**config.mk**
```make
export PLATFORM = sky130hd
export DESIGN_NAME = pipeline_sequencer
export DESIGN_NICKNAME = d
export VERILOG_FILES = /design/src/rtl/core_types_pkg.sv /design/src/rtl/pipeline_perf_counters.sv /design/src/rtl/pipeline_sequencer.sv
export SDC_FILE = /design/constraint.sdc
export NUM_CORES = 1
export LEC_CHECK = 0
export ABC_AREA = 1
export CORE_MARGIN = 2
export CORE_UTILIZATION = 45
export DETAILED_ROUTE_END_ITERATION = 6
export HOLD_SLACK_MARGIN = 0.08
export PLACE_DENSITY_LB_ADDON = 0.25
export REMOVE_ABC_BUFFERS = 1
export SLEW_MARGIN = 20
export SYNTH_ARGS = -nofsm -noshare
export SYNTH_HDL_FRONTEND = slang
export SYNTH_SLANG_ARGS = --single-unit
export TNS_END_PERCENT = 5
```
**constraint.sdc**
```tcl
create_clock -name clk_i -period 2.1 [get_ports clk_i]
set_input_delay 0.21 -clock clk_i [delete_from_list [all_inputs] [get_ports clk_i]]
set_output_delay 0.21 -clock clk_i [all_outputs]
set_load 0.03 [all_outputs]
```
**src/rtl/core_types_pkg.sv**
```systemverilog
// Shared types for the pipeline stall/flush sequencer: FSM states, per-cycle
// action codes and the bundle of stage register strobes.
package core_types_pkg;

    typedef enum logic [1:0] {
        RUN      = 2'd0,
        BUBBLE   = 2'd1,
        REDIRECT = 2'd2,
        MEM_WAIT = 2'd3
    } seq_state_t;

    // What the sequencer decided to do this cycle; the output decode keys off it.
    typedef enum logic [2:0] {
        ACT_NONE     = 3'd0,
        ACT_RESET    = 3'd1,
        ACT_MEM      = 3'd2,
        ACT_FLUSH    = 3'd3,
        ACT_LOADUSE  = 3'd4,
        ACT_HOLD     = 3'd5,
        ACT_REDIR    = 3'd6
    } seq_action_t;

    typedef struct packed {
        logic pc_en;
        logic ifdec_en;
        logic decexe_en;
        logic exewb_en;
        logic ifdec_flush;
        logic decexe_flush;
        logic pc_redirect;
    } stage_ctrl_t;

    localparam stage_ctrl_t CTRL_DEFAULT  = stage_ctrl_t'(7'b1111_000);
    localparam stage_ctrl_t CTRL_RESET    = stage_ctrl_t'(7'b1111_110);
    localparam stage_ctrl_t CTRL_FREEZE   = stage_ctrl_t'(7'b0000_000);
    localparam stage_ctrl_t CTRL_FLUSH    = stage_ctrl_t'(7'b1111_111);
    localparam stage_ctrl_t CTRL_LOADUSE  = stage_ctrl_t'(7'b0011_010);
    localparam stage_ctrl_t CTRL_REDIR    = stage_ctrl_t'(7'b1111_100);

endpackage

```
**src/rtl/pipeline_perf_counters.sv**
```systemverilog
// Saturating stall and flush event counters for the pipeline sequencer.
// Only instantiated when PIPELINE_PERF_EN is defined.
module pipeline_perf_counters #(
    parameter int unsigned CNT_W = 16
) (
    input  logic             clk_i,
    input  logic             rst_i,
    input  logic             stall_i,
    input  logic             flush_i,
    output logic [CNT_W-1:0] stall_count_o,
    output logic [CNT_W-1:0] flush_count_o
);

    logic [CNT_W-1:0] stall_cnt_q, stall_cnt_d;
    logic [CNT_W-1:0] flush_cnt_q, flush_cnt_d;

    always_comb begin
        stall_cnt_d = stall_cnt_q;
        flush_cnt_d = flush_cnt_q;
        if (stall_i && (stall_cnt_q != '1)) stall_cnt_d = stall_cnt_q + 1'b1;
        if (flush_i && (flush_cnt_q != '1)) flush_cnt_d = flush_cnt_q + 1'b1;
    end

    always_ff @(posedge clk_i) begin
        if (rst_i) begin
            stall_cnt_q <= '0;
            flush_cnt_q <= '0;
        end else begin
            stall_cnt_q <= stall_cnt_d;
            flush_cnt_q <= flush_cnt_d;
        end
    end

    assign stall_count_o = stall_cnt_q;
    assign flush_count_o = flush_cnt_q;

endmodule

```
**src/rtl/pipeline_sequencer.sv**
```systemverilog
// Stall/flush controller for the IF/DEC/EXE/WB pipeline.
// Optional performance counters are built when PIPELINE_PERF_EN is defined.
//
// state    | meaning
// RUN      | normal flow, accepts all requests
// BUBBLE   | second cycle of a load-use stall, loadUse ignored
// REDIRECT | fetch refill after an EXE flush, bub_cnt_q cycles remain
// MEM_WAIT | data memory busy, pipeline frozen, flush may be pending
module pipeline_sequencer
    import core_types_pkg::*;
#(
    parameter int unsigned REDIRECT_BUBBLES = 1,
    parameter int unsigned CNT_W            = 16
) (
    input  logic             clk_i,
    input  logic             rst_i,
    input  logic             branch_hold_i,
    input  logic             branch_redirect_i,
    input  logic             branch_flush_i,
    input  logic             load_use_i,
    input  logic             mem_busy_i,
    output logic             pc_en_o,
    output logic             ifdec_en_o,
    output logic             decexe_en_o,
    output logic             exewb_en_o,
    output logic             ifdec_flush_o,
    output logic             decexe_flush_o,
    output logic             pc_redirect_o,
    output logic [1:0]       seq_state_o
`ifdef PIPELINE_PERF_EN
    ,
    output logic [CNT_W-1:0] stall_count_o,
    output logic [CNT_W-1:0] flush_count_o
`endif
);

    localparam logic [1:0]  BUB_LOAD    = 2'(REDIRECT_BUBBLES);
    localparam seq_state_t  FLUSH_STATE = (REDIRECT_BUBBLES == 0) ? RUN : REDIRECT;

    if ((REDIRECT_BUBBLES > 3) || (CNT_W < 1)) begin : g_param_check
        $error("pipeline_sequencer: REDIRECT_BUBBLES must be 0..3 and CNT_W >= 1");
    end

    seq_state_t  state_q, state_d;
    logic [1:0]  bub_cnt_q, bub_cnt_d;
    logic        pending_q, pending_d;
    logic        resume_redir_q, resume_redir_d;
    seq_action_t act;
    stage_ctrl_t ctrl;

    always_ff @(posedge clk_i) begin
        if (rst_i) begin
            state_q        <= RUN;
            bub_cnt_q      <= 2'd0;
            pending_q      <= 1'b0;
            resume_redir_q <= 1'b0;
        end else begin
            state_q        <= state_d;
            bub_cnt_q      <= bub_cnt_d;
            pending_q      <= pending_d;
            resume_redir_q <= resume_redir_d;
        end
    end

    always_comb begin
        state_d        = state_q;
        bub_cnt_d      = bub_cnt_q;
        pending_d      = pending_q;
        resume_redir_d = resume_redir_q;
        act            = ACT_NONE;
        if (rst_i) begin
            state_d        = RUN;
            bub_cnt_d      = 2'd0;
            pending_d      = 1'b0;
            resume_redir_d = 1'b0;
            act            = ACT_RESET;
        end else begin
            case (state_q)
                MEM_WAIT: begin
                    if (mem_busy_i) begin
                        act = ACT_MEM;
                        if (branch_flush_i) pending_d = 1'b1;
                    end else begin
                        pending_d      = 1'b0;
                        resume_redir_d = 1'b0;
                        if (pending_q || branch_flush_i) begin
                            act       = ACT_FLUSH;
                            bub_cnt_d = BUB_LOAD;
                            state_d   = FLUSH_STATE;
                        end else if (resume_redir_q && (bub_cnt_q != 2'd0)) begin
                            // Refill was interrupted; finish it with bub_cnt_q intact.
                            state_d = REDIRECT;
                        end else if (load_use_i) begin
                            act     = ACT_LOADUSE;
                            state_d = BUBBLE;
                        end else begin
                            if (branch_hold_i) act = ACT_HOLD;
                            state_d = RUN;
                        end
                    end
                end
                default: begin
                    if (mem_busy_i) begin
                        act            = ACT_MEM;
                        state_d        = MEM_WAIT;
                        pending_d      = branch_flush_i;
                        resume_redir_d = (state_q == REDIRECT) && (bub_cnt_q != 2'd0);
                    end else if (branch_flush_i) begin
                        act       = ACT_FLUSH;
                        bub_cnt_d = BUB_LOAD;
                        state_d   = FLUSH_STATE;
                    end else if (state_q == REDIRECT) begin
                        act = ACT_REDIR;
                        if (bub_cnt_q != 2'd0) bub_cnt_d = bub_cnt_q - 2'd1;
                        if (bub_cnt_q <= 2'd1) state_d = RUN;
                    end else if (state_q == BUBBLE) begin
                        state_d = RUN;
                    end else if (load_use_i) begin
                        act     = ACT_LOADUSE;
                        state_d = BUBBLE;
                    end else if (branch_hold_i) begin
                        act = ACT_HOLD;
                    end
                end
            endcase
        end
    end

    always_comb begin
        ctrl = CTRL_DEFAULT;
        case (act)
            ACT_RESET:   ctrl = CTRL_RESET;
            ACT_MEM:     ctrl = CTRL_FREEZE;
            ACT_FLUSH:   ctrl = CTRL_FLUSH;
            ACT_LOADUSE: ctrl = CTRL_LOADUSE;
            ACT_REDIR:   ctrl = CTRL_REDIR;
            ACT_HOLD: begin
                ctrl             = CTRL_REDIR;
                ctrl.pc_redirect = branch_redirect_i;
            end
            default:     ctrl = CTRL_DEFAULT;
        endcase
    end

    assign pc_en_o        = ctrl.pc_en;
    assign ifdec_en_o     = ctrl.ifdec_en;
    assign decexe_en_o    = ctrl.decexe_en;
    assign exewb_en_o     = ctrl.exewb_en;
    assign ifdec_flush_o  = ctrl.ifdec_flush;
    assign decexe_flush_o = ctrl.decexe_flush;
    assign pc_redirect_o  = ctrl.pc_redirect;
    assign seq_state_o    = state_q;

`ifdef PIPELINE_PERF_EN
    pipeline_perf_counters #(
        .CNT_W(CNT_W)
    ) u_perf (
        .clk_i         (clk_i),
        .rst_i         (rst_i),
        .stall_i       (~ctrl.pc_en),
        .flush_i       (act == ACT_FLUSH),
        .stall_count_o (stall_count_o),
        .flush_count_o (flush_count_o)
    );
`else
    // No performance counters in this build.
`endif

endmodule
```
Word level (Yosys, flattened, before mapping)
Index checks and enable logic that the tools add are counted.
{"block": "word_totals", "mem_bits_ro": 0, "out_inout_bits": 9, "inputBits": 7, "mem_bits_rw": 0, "mem_count": 0, "latch_bits": 0, "elab_cells": 69, "reg_bits": 6}
{"block": "op_classes", "reduce_logical": 12, "multipliers": 0, "mux": 37, "n_shift": 0, "addsub": 1, "n_bitwise": 1, "order_cmp": 1, "div_mod_pow": 0, "eq_ne": 13}
{"operator": "one-hot mux 7 bit (6 select lines)", "count": 1}
{"operator": "2-to-1 mux 2 bit", "count": 17}
{"operator": "2-to-1 mux 3 bit", "count": 11}
{"operator": "== test 3 bit (second input constant)", "count": 3}
{"operator": "2-to-1 mux 1 bit", "count": 8}
{"operator": "== test 3 x 2 -> 1 bit (second input constant)", "count": 2}
{"operator": "nonzero test 3 bit", "count": 2}
{"operator": "nonzero test 6 bit", "count": 1}
{"operator": "inequality test 5 x 3 -> 1 bit (second input constant)", "count": 1}
{"operator": "== test 2 bit (second input constant)", "count": 2}
{"operator": "inequality test 2 bit (second input constant)", "count": 2}
{"operator": "AND reduction 2 bit", "count": 2}
{"operator": "AND reduction 4 bit", "count": 1}
{"operator": "nonzero test 2 bit", "count": 2}
{"operator": "== test 3 x 1 -> 1 bit (second input constant)", "count": 1}
{"operator": "inequality test 3 bit (second input constant)", "count": 1}
{"operator": "AND reduction 3 bit", "count": 1}
{"operator": "== test 2 x 1 -> 1 bit (second input constant)", "count": 1}
{"operator": "less-or-equal comparator 2 x 1 -> 1 bit (second input constant)", "count": 1}
{"operator": "logical AND 1 bit", "count": 2}
{"operator": "subtractor 2 x 1 -> 2 bit (second input constant)", "count": 1}
{"operator": "logical OR 1 bit", "count": 1}
{"operator": "inverter 1 bit", "count": 1}

Depth between registers and ports, before layout
Gate-level depths: netlist of run 1.
{"block": "depth", "word_depth": 10, "ltp_mapped": 12, "ltp_nobuf": 11}

Least setup slack after synthesis of run 1
No wires, ideal clock.
{"block": "synth_path", "kind": "register to output", "startpoint": "register state_q[1] (netlist: seq_state_o[1])", "endpoint": "output port pc_en_o", "setup_slack_ns": -0.082, "arrival_ns": 1.972, "path_stages_with_launch": 10, "required_time_ns": 1.890, "path_buffers": 1, "path_cell_list": "dfxtp_1 > ha_1 > inv_2 > nor2_8 > nand4_2 > nand2_1 > nand2_1 > nand2_1 > nand3_1 > buf_4"}
{"block": "synth_via", "elab_chain_cells": 9, "elab_cells_between_ends": 16, "classes_between": "eq/ne: 9; mux: 7"}
{"element": "start: declaration", "line": "pipeline_sequencer.sv:44", "source": "seq_state_t state_q, state_d;"}
{"element": "start signal: assignment", "line": "pipeline_sequencer.sv:58", "source": "state_q <= state_d;"}
{"element": "== test 2 x 1 -> 1 bit", "line": "pipeline_sequencer.sv:116", "source": "end else if (state_q == BUBBLE) begin"}
{"element": "2-to-1 mux 3 bit", "line": "pipeline_sequencer.sv:116"}
{"element": "2-to-1 mux 3 bit", "line": "pipeline_sequencer.sv:112", "source": "end else if (state_q == REDIRECT) begin"}
{"element": "2-to-1 mux 3 bit", "line": "pipeline_sequencer.sv:108", "source": "end else if (branch_flush_i) begin"}
{"element": "2-to-1 mux 3 bit", "line": "pipeline_sequencer.sv:103", "source": "if (mem_busy_i) begin"}
{"element": "2-to-1 mux 3 bit (*)", "line": "pipeline_sequencer.sv:78", "source": "case (state_q)"}
{"element": "2-to-1 mux 3 bit (*)", "line": "pipeline_sequencer.sv:71", "source": "if (rst_i) begin"}
{"element": "== test 3 bit, or another cell as far along", "line": "pipeline_sequencer.sv:131", "source": "case (act)"}
{"element": "one-hot mux 7 bit (6 select lines) (*)", "line": "pipeline_sequencer.sv:131"}
{"element": "end: declaration", "line": "pipeline_sequencer.sv:22", "source": "output logic pc_en_o,"}
Every way passes the cells marked *; elsewhere a longest branch is shown, timed or not.

Final worst setup path of run 1
{"block": "layout_path", "startpoint": "input port branch_flush_i", "endpoint": "output port ifdec_en_o"}
{"block": "layout_via", "elab_chain_cells": 7, "elab_cells_between_ends": 14, "classes_between": "eq/ne: 6; mux: 7; reduce/logical: 1"}
{"element": "start: declaration", "line": "pipeline_sequencer.sv:19", "source": "input logic branch_flush_i,"}
{"element": "logical OR 1 bit", "line": "pipeline_sequencer.sv:86", "source": "if (pending_q || branch_flush_i) begin"}
{"element": "2-to-1 mux 3 bit", "line": "pipeline_sequencer.sv:86"}
{"element": "2-to-1 mux 3 bit", "line": "pipeline_sequencer.sv:80", "source": "if (mem_busy_i) begin"}
{"element": "2-to-1 mux 3 bit (*)", "line": "pipeline_sequencer.sv:78"}
{"element": "2-to-1 mux 3 bit (*)", "line": "pipeline_sequencer.sv:71"}
{"element": "== test 3 bit, or another cell as far along", "line": "pipeline_sequencer.sv:131"}
{"element": "one-hot mux 7 bit (6 select lines) (*)", "line": "pipeline_sequencer.sv:131"}
{"element": "end: declaration", "line": "pipeline_sequencer.sv:23", "source": "output logic ifdec_en_o,"}
Marked as above.

==> results.txt, run 1 <==
Critical-path top delay cell - clkdlybuf4s50_1
top-count cell post-synth - nand2_1
f_max - 493 MHz
total number of vias - 742
Die X - 42.9 um
synth warn - 0
TritonCTS clock tree - done
Switching Share - 42.9%
Worst Path Buf+Inv - 2
logic gate share of total power - 52.2%
GRT busiest layer - met2
post-route ant nets - 0
Reg clk slew, reported paths - 40 ps
GR Layer Usage met1 - 23.7%
critical path fanouts, max - 7
met2 usage - 33.6%
PortBufs - 15
Hold Path Class - reg2reg
CP Data Required Time - 1890 ps
Synth cell types - 26
Critical Path Most Common Cell - nand2_1
Post-synth ARST share - 0%
die area - 0.00184 mm^2
Syn Area/Cell - 6.12 um^2
met3 usage - 1.28%
hold_sp - resume_redir_q$_SDFFE_PP0P_
Worst path max stage delay - 560 ps
Hold Buf Count CTS - 0
top-area cell type share of the netlist area - 17.7%
diodes inserted - 0
clock sink count - 6
crit path DAT - 1820 ps
initial core utilization - 46.7%
status - completed
R2R Setup Slk - 730 ps
Startpoint Class - primary input
gpl congestion - 0.870
Root Buffer - clkbuf_4
Seq/Total Area, Yosys - 17.7%
Psw - 0.000227 W
ranking of synthesized cells by area - dfxtp_1 (18%), nand2_1 (17%), ha_1 (9.2%)
Die Y - 42.9 um
Tmin final - 2030 ps
Fin. Hold Viols - 0
Worst setup EP type - primary output
worst r2r path cells - 8
# DRC - 0
Rows - 14
Primary FF master, synth - dfxtp_1
DRT iter0 DRCs - 22
Core ar. - 0.00145 mm^2
Slew headroom - 75.2%
Routed WL - 1580 um
Max H-tree Level - 1
initial antenna violation count - 0
number of global-route vias before repair - 698
CP Class - in2out
Synth Instances - 111
Hold Path Depth - 2
DP Wirelength - 1250 um
Final setup viols - 0
Max Clock Skew - 2.57 ps
worst r2r src - seq_state_o[1]$_SDFFE_PP0P_
# Max-Cap Violations - 0
Seq cells post-synth - 6
number of synthesized flops with an enable pin - 0
Tightest Pin Transition - 370 ps
max-slew violation count - 0
routed len/inst - 11.0 um
P per Cell Area - 603 mW/mm^2
Hold Path End - resume_redir_q$_SDFFE_PP0P_
worst reg2reg endpoint - seq_state_o[0]$_SDFFE_PP0P_
sequential power share - 27.4%
worst slack, placed - 111 ps
final worst slack - 71.4 ps
total gr overflow - 0
largest net degree at the start of global routing - 11
clock power share - 20.4%
share of cells above drive strength 1 - 27.6%
CP Cell Sequence - clkdlybuf4s50_1, nor2_2, nand4_2, nand2_1, nand2_1, nand2_1, nand3_2, buf_6
via/cell ratio - 5.19
CTS Buf Count - 3
CP top delay family - simple AND/OR/NAND/NOR gates
post-route clock period utilization - 96.6%
Lkg Pwr - 0.444 nW
Syn-to-layout area delta - 29.3%
worst vdd ir - 0.000375 V
Layout Nets - 141
Pint - 0.000302 W
aggregate global-route resource usage - 19.1%
Commonest cells post-synth - nand2_1 (30), nor2_1 (14), inv_1 (13)
TritonRoute pass-1 iters - 4
Skew-Pair Late Insertion Delay - 250 ps
FILL cells - 144
CP startpoint - branch_flush_i
first-pass GRT wire length - 2730 um
Yosys top cell by area - dfxtp_1
post-CTS setup buffers - 0
TNS Setup - 0 ps
CTS Buffer Depth - 2
I/O pin total - 16
mapped cell area - 679 um^2
[flip-flops by register name (all words and copies together), names as in the netlist]
| name | cells |
|---|---|
| bub_cnt_q | 2 |
| seq_state_o | 2 |
| pending_q | 1 |
| resume_redir_q | 1 |
[worst reg2reg max path: stages, from the launching register on]
cell and delay, ps:
dfxtp_2 360, ha_4 180, nor3_1 280, nand3_1 110
nand2_1 110, inv_2 50, nand2_1 50, nand2_1 50
nor2_1 110
[layout by cell type (no fill, tap or decap), drive strengths merged]
cell type and count:
a21oi 6, a31oi 1, buf 8, bufinv 1, clkbuf 3, clkdlybuf4s50 8, dfxtp 6, ha 5
inv 17, nand2 32, nand3 11, nand3b 1, nand4 2, nor2 19, nor3 2, nor4 1
o21ai 2, o22ai 1, or2 1
[per-stage QoR]
step	area, um^2	hold WS, ps	instances	utilization, %	total power, W
2_1_floorplan	653	279	108	-	0.000319
3_3_place_gp	813	460	140	55.9	0.000398
3_5_place_dp	813	459	140	55.9	0.000403
4_1_cts	840	466	143	57.7	0.000517
5_1_grt	878	494	143	60.4	0.000570
6_report	878	476	143	60.4	0.000530
[how the worst max path moves through the flow]
stage | slack [ps] | to | cells past startpoint
2_1_floorplan | 3 | ifdec_en_o | 7
3_3_place_gp | 150 | ifdec_en_o | 7
3_5_place_dp | 110 | ifdec_en_o | 8
4_1_cts | 10 | ifdec_en_o | 9
5_1_grt | -10 | ifdec_en_o | 11
6_report | 70 | ifdec_en_o | 8
[logic make-up (layout without fill, tap and decap cells)]
group / Yosys count / count (layout) / synth area share [%]
DFF: 6 / 6 / 17.7
adders and majority gates: 5 / 5 / 9.21
and+or+nand+nor: 69 / 69 / 49.5
buffers and inverters: 21 / 37 / 15.8
AOI/OAI and AO/OA: 10 / 10 / 7.73
[layer usage]
metal	share of wire, %	vias to the layer above	routed length, um
li1	-	383	-
met1	44	337	699
met2	50	20	795
met3	4.3	2	68
met4	1.1	0	17
met5	0	-	0
[power groups by stage]
stage               registers (W)  clock network (W)  logic (W)
floorplan                0.000152                  0   0.000168
global placement         0.000141                  0   0.000257
detailed placement       0.000143                  0   0.000260
CTS                      0.000142           0.000114   0.000261
global route             0.000147           0.000117   0.000306
finish                   0.000145           0.000108   0.000277
[final cells by class]
cell class	count	area [um^2]	area share, %
Sequential cell	6	123	14.0
Timing Repair Buffer	16	148	16.8
Tap cell	16	20.0	2.28
Inverter	18	81.3	9.26
Clock buffer	3	22.5	2.56
Multi-Input combinational cell	84	484	55.1
[repair_timing]
item | in CTS | in global routing
pin swaps | 0 | 0
setup endpoints to repair | 2 | 7
resized for setup | 2 | 10
Power figures use the tool's default switching activity.
==> run 2: changes to the inputs <==
- CTS_BUF_LIST: unset -> sky130_fd_sc_hd__clkbuf_2
- SKIP_CTS_REPAIR_TIMING: unset -> 1
==> results.txt, run 2 (same netlist as run 1, synthesis figures left out) <==
worst vdd ir - 0.000345 V
Rows - 14
DRT iter0 DRCs - 20
DP Wirelength - 1250 um
most frequent cells in the layout - nand2_1 (28), inv_1 (13), nor2_1 (13), nand3_1 (9), clkdlybuf4s50_1 (8)
status - completed
first-pass GRT wire length - 2730 um
gpl congestion - 0.870
Lkg Pwr - 0.441 nW
Die Y - 42.9 um
Final setup viols - 0
Syn-to-layout area delta - 27.6%
Critical Path Most Common Cell - nand2_1
Die X - 42.9 um
Slew headroom - 75.0%
TNS Setup - 0 ps
total gr overflow - 0
PortBufs - 15
aggregate global-route resource usage - 19.1%
Critical-path top delay cell - clkdlybuf4s50_1
Reg clk slew, reported paths - 60 ps
commonest non-fill, non-tap cell in the layout - nand2_1
post-route ant nets - 0
f_max - 495 MHz
number of global-route vias before repair - 696
diodes inserted - 0
I/O pin total - 16
Skew-Pair Late Insertion Delay - 230 ps
Layout Nets - 141
clock power share - 16.4%
Tightest Pin Transition - 374 ps
Fin Hold WS - 478 ps
logic gate share of total power - 54.8%
clock sink count - 6
Psw - 0.000227 W
routed len/inst - 11.0 um
Startpoint Class - primary input
Tmin final - 2020 ps
crit path DAT - 1810 ps
largest net degree at the start of global routing - 11
# Max-Cap Violations - 0
Core ar. - 0.00145 mm^2
share of cells above drive strength 1 - 28.3%
Switching Share - 45.1%
die area - 0.00184 mm^2
total number of vias - 727
Post-Place Cell Area - 813 um^2
Fin. Hold Viols - 0
CTS Buf Count - 3
max-slew violation count - 0
critical path fanouts, max - 7
Routed WL - 1570 um
CP Data Required Time - 1890 ps
Worst path max stage delay - 560 ps
CTS Buffer Depth - 2
via/cell ratio - 5.08
CP Class - in2out
initial core utilization - 46.7%
Root Buffer - clkbuf_2
Worst Path Buf+Inv - 2
Hold Path Class - reg2reg
CP Cell Sequence - clkdlybuf4s50_1, nor2_2, nand4_2, nand2_1, nand2_1, nand2_1, nand3_2, buf_6
# DRC - 0
final non-filler cell area - 867 um^2
TritonCTS clock tree - done
post-route clock period utilization - 96.3%
Max Clock Skew - 5.69 ps
Pint - 0.000276 W
Max H-tree Level - 1
initial antenna violation count - 0
P per Cell Area - 580 mW/mm^2
TritonRoute pass-1 iters - 4
sequential power share - 28.9%
CP top delay family - simple AND/OR/NAND/NOR gates
Worst setup EP type - primary output
==> run 2: cell types whose count changed in the layout (fill, tap and decap cells not counted) <==
cell      before  now
clkbuf_2       0    3
clkbuf_4       3    0
dfxtp_1        4    3
dfxtp_2        2    3
nor2_2         4    5
nor2_4         1    0
==> run 2: layout make-up <==
class                           count  area, um^2
Clock buffer                        3        15.0
Fill cell                         146         587
Inverter                           18        81.3
Multi-Input combinational cell     84         479
Sequential cell                     6         124
Tap cell                           16        20.0
Timing Repair Buffer               16         148
==> run 2: final timing paths <==
kind / endpoint / slack (ps) / depth (start not counted) / from
worst max register to register: seq_state_o[0]$_SDFFE_PP0P_ / 730 / 8 / seq_state_o[1]$_SDFFE_PP0P_
worst min-delay path: resume_redir_q$_SDFFE_PP0P_ / 480 / 2 / resume_redir_q$_SDFFE_PP0P_
worst min register to register: resume_redir_q$_SDFFE_PP0P_ / 480 / 2 / resume_redir_q$_SDFFE_PP0P_
worst max-delay path: ifdec_en_o / 80 / 8 / branch_flush_i
==> run 2: power groups by stage <==
stage	sequential, W	clock (W)	combinational [W]
final	0.000145	0.0000823	0.000275
after global routing	0.000147	0.0000905	0.000305
after CTS	0.000140	0.0000875	0.000261
after detailed placement	0.000143	0	0.000260
after global placement	0.000141	0	0.000257
after floorplan	0.000152	0	0.000168
==> run 2: tightest hold or removal path: stages (launching register included) <==
cell,delay (ps)
dfxtp_1,320
nand2_1,60
a21oi_1,50
==> run 2: metrics by stage <==
stage	worst slack [ps]	util, %	cells	total power (W)
after floorplan	3.08	-	108	0.000319
final	77.9	59.6	143	0.000503
after detailed placement	111	55.9	140	0.000403
after global placement	150	55.9	140	0.000398
after global routing	-2.00	59.6	143	0.000542
after CTS	-34.1	57.0	143	0.000489
==> run 2: metal layers <==
metal	track usage [%]	routed length [um]	part of all wire (%)
met1	23.9	707	45
met2	33.3	803	51
met3	1.28	48	3.0
met5	0	0	0
met4	8.13	14	0.89
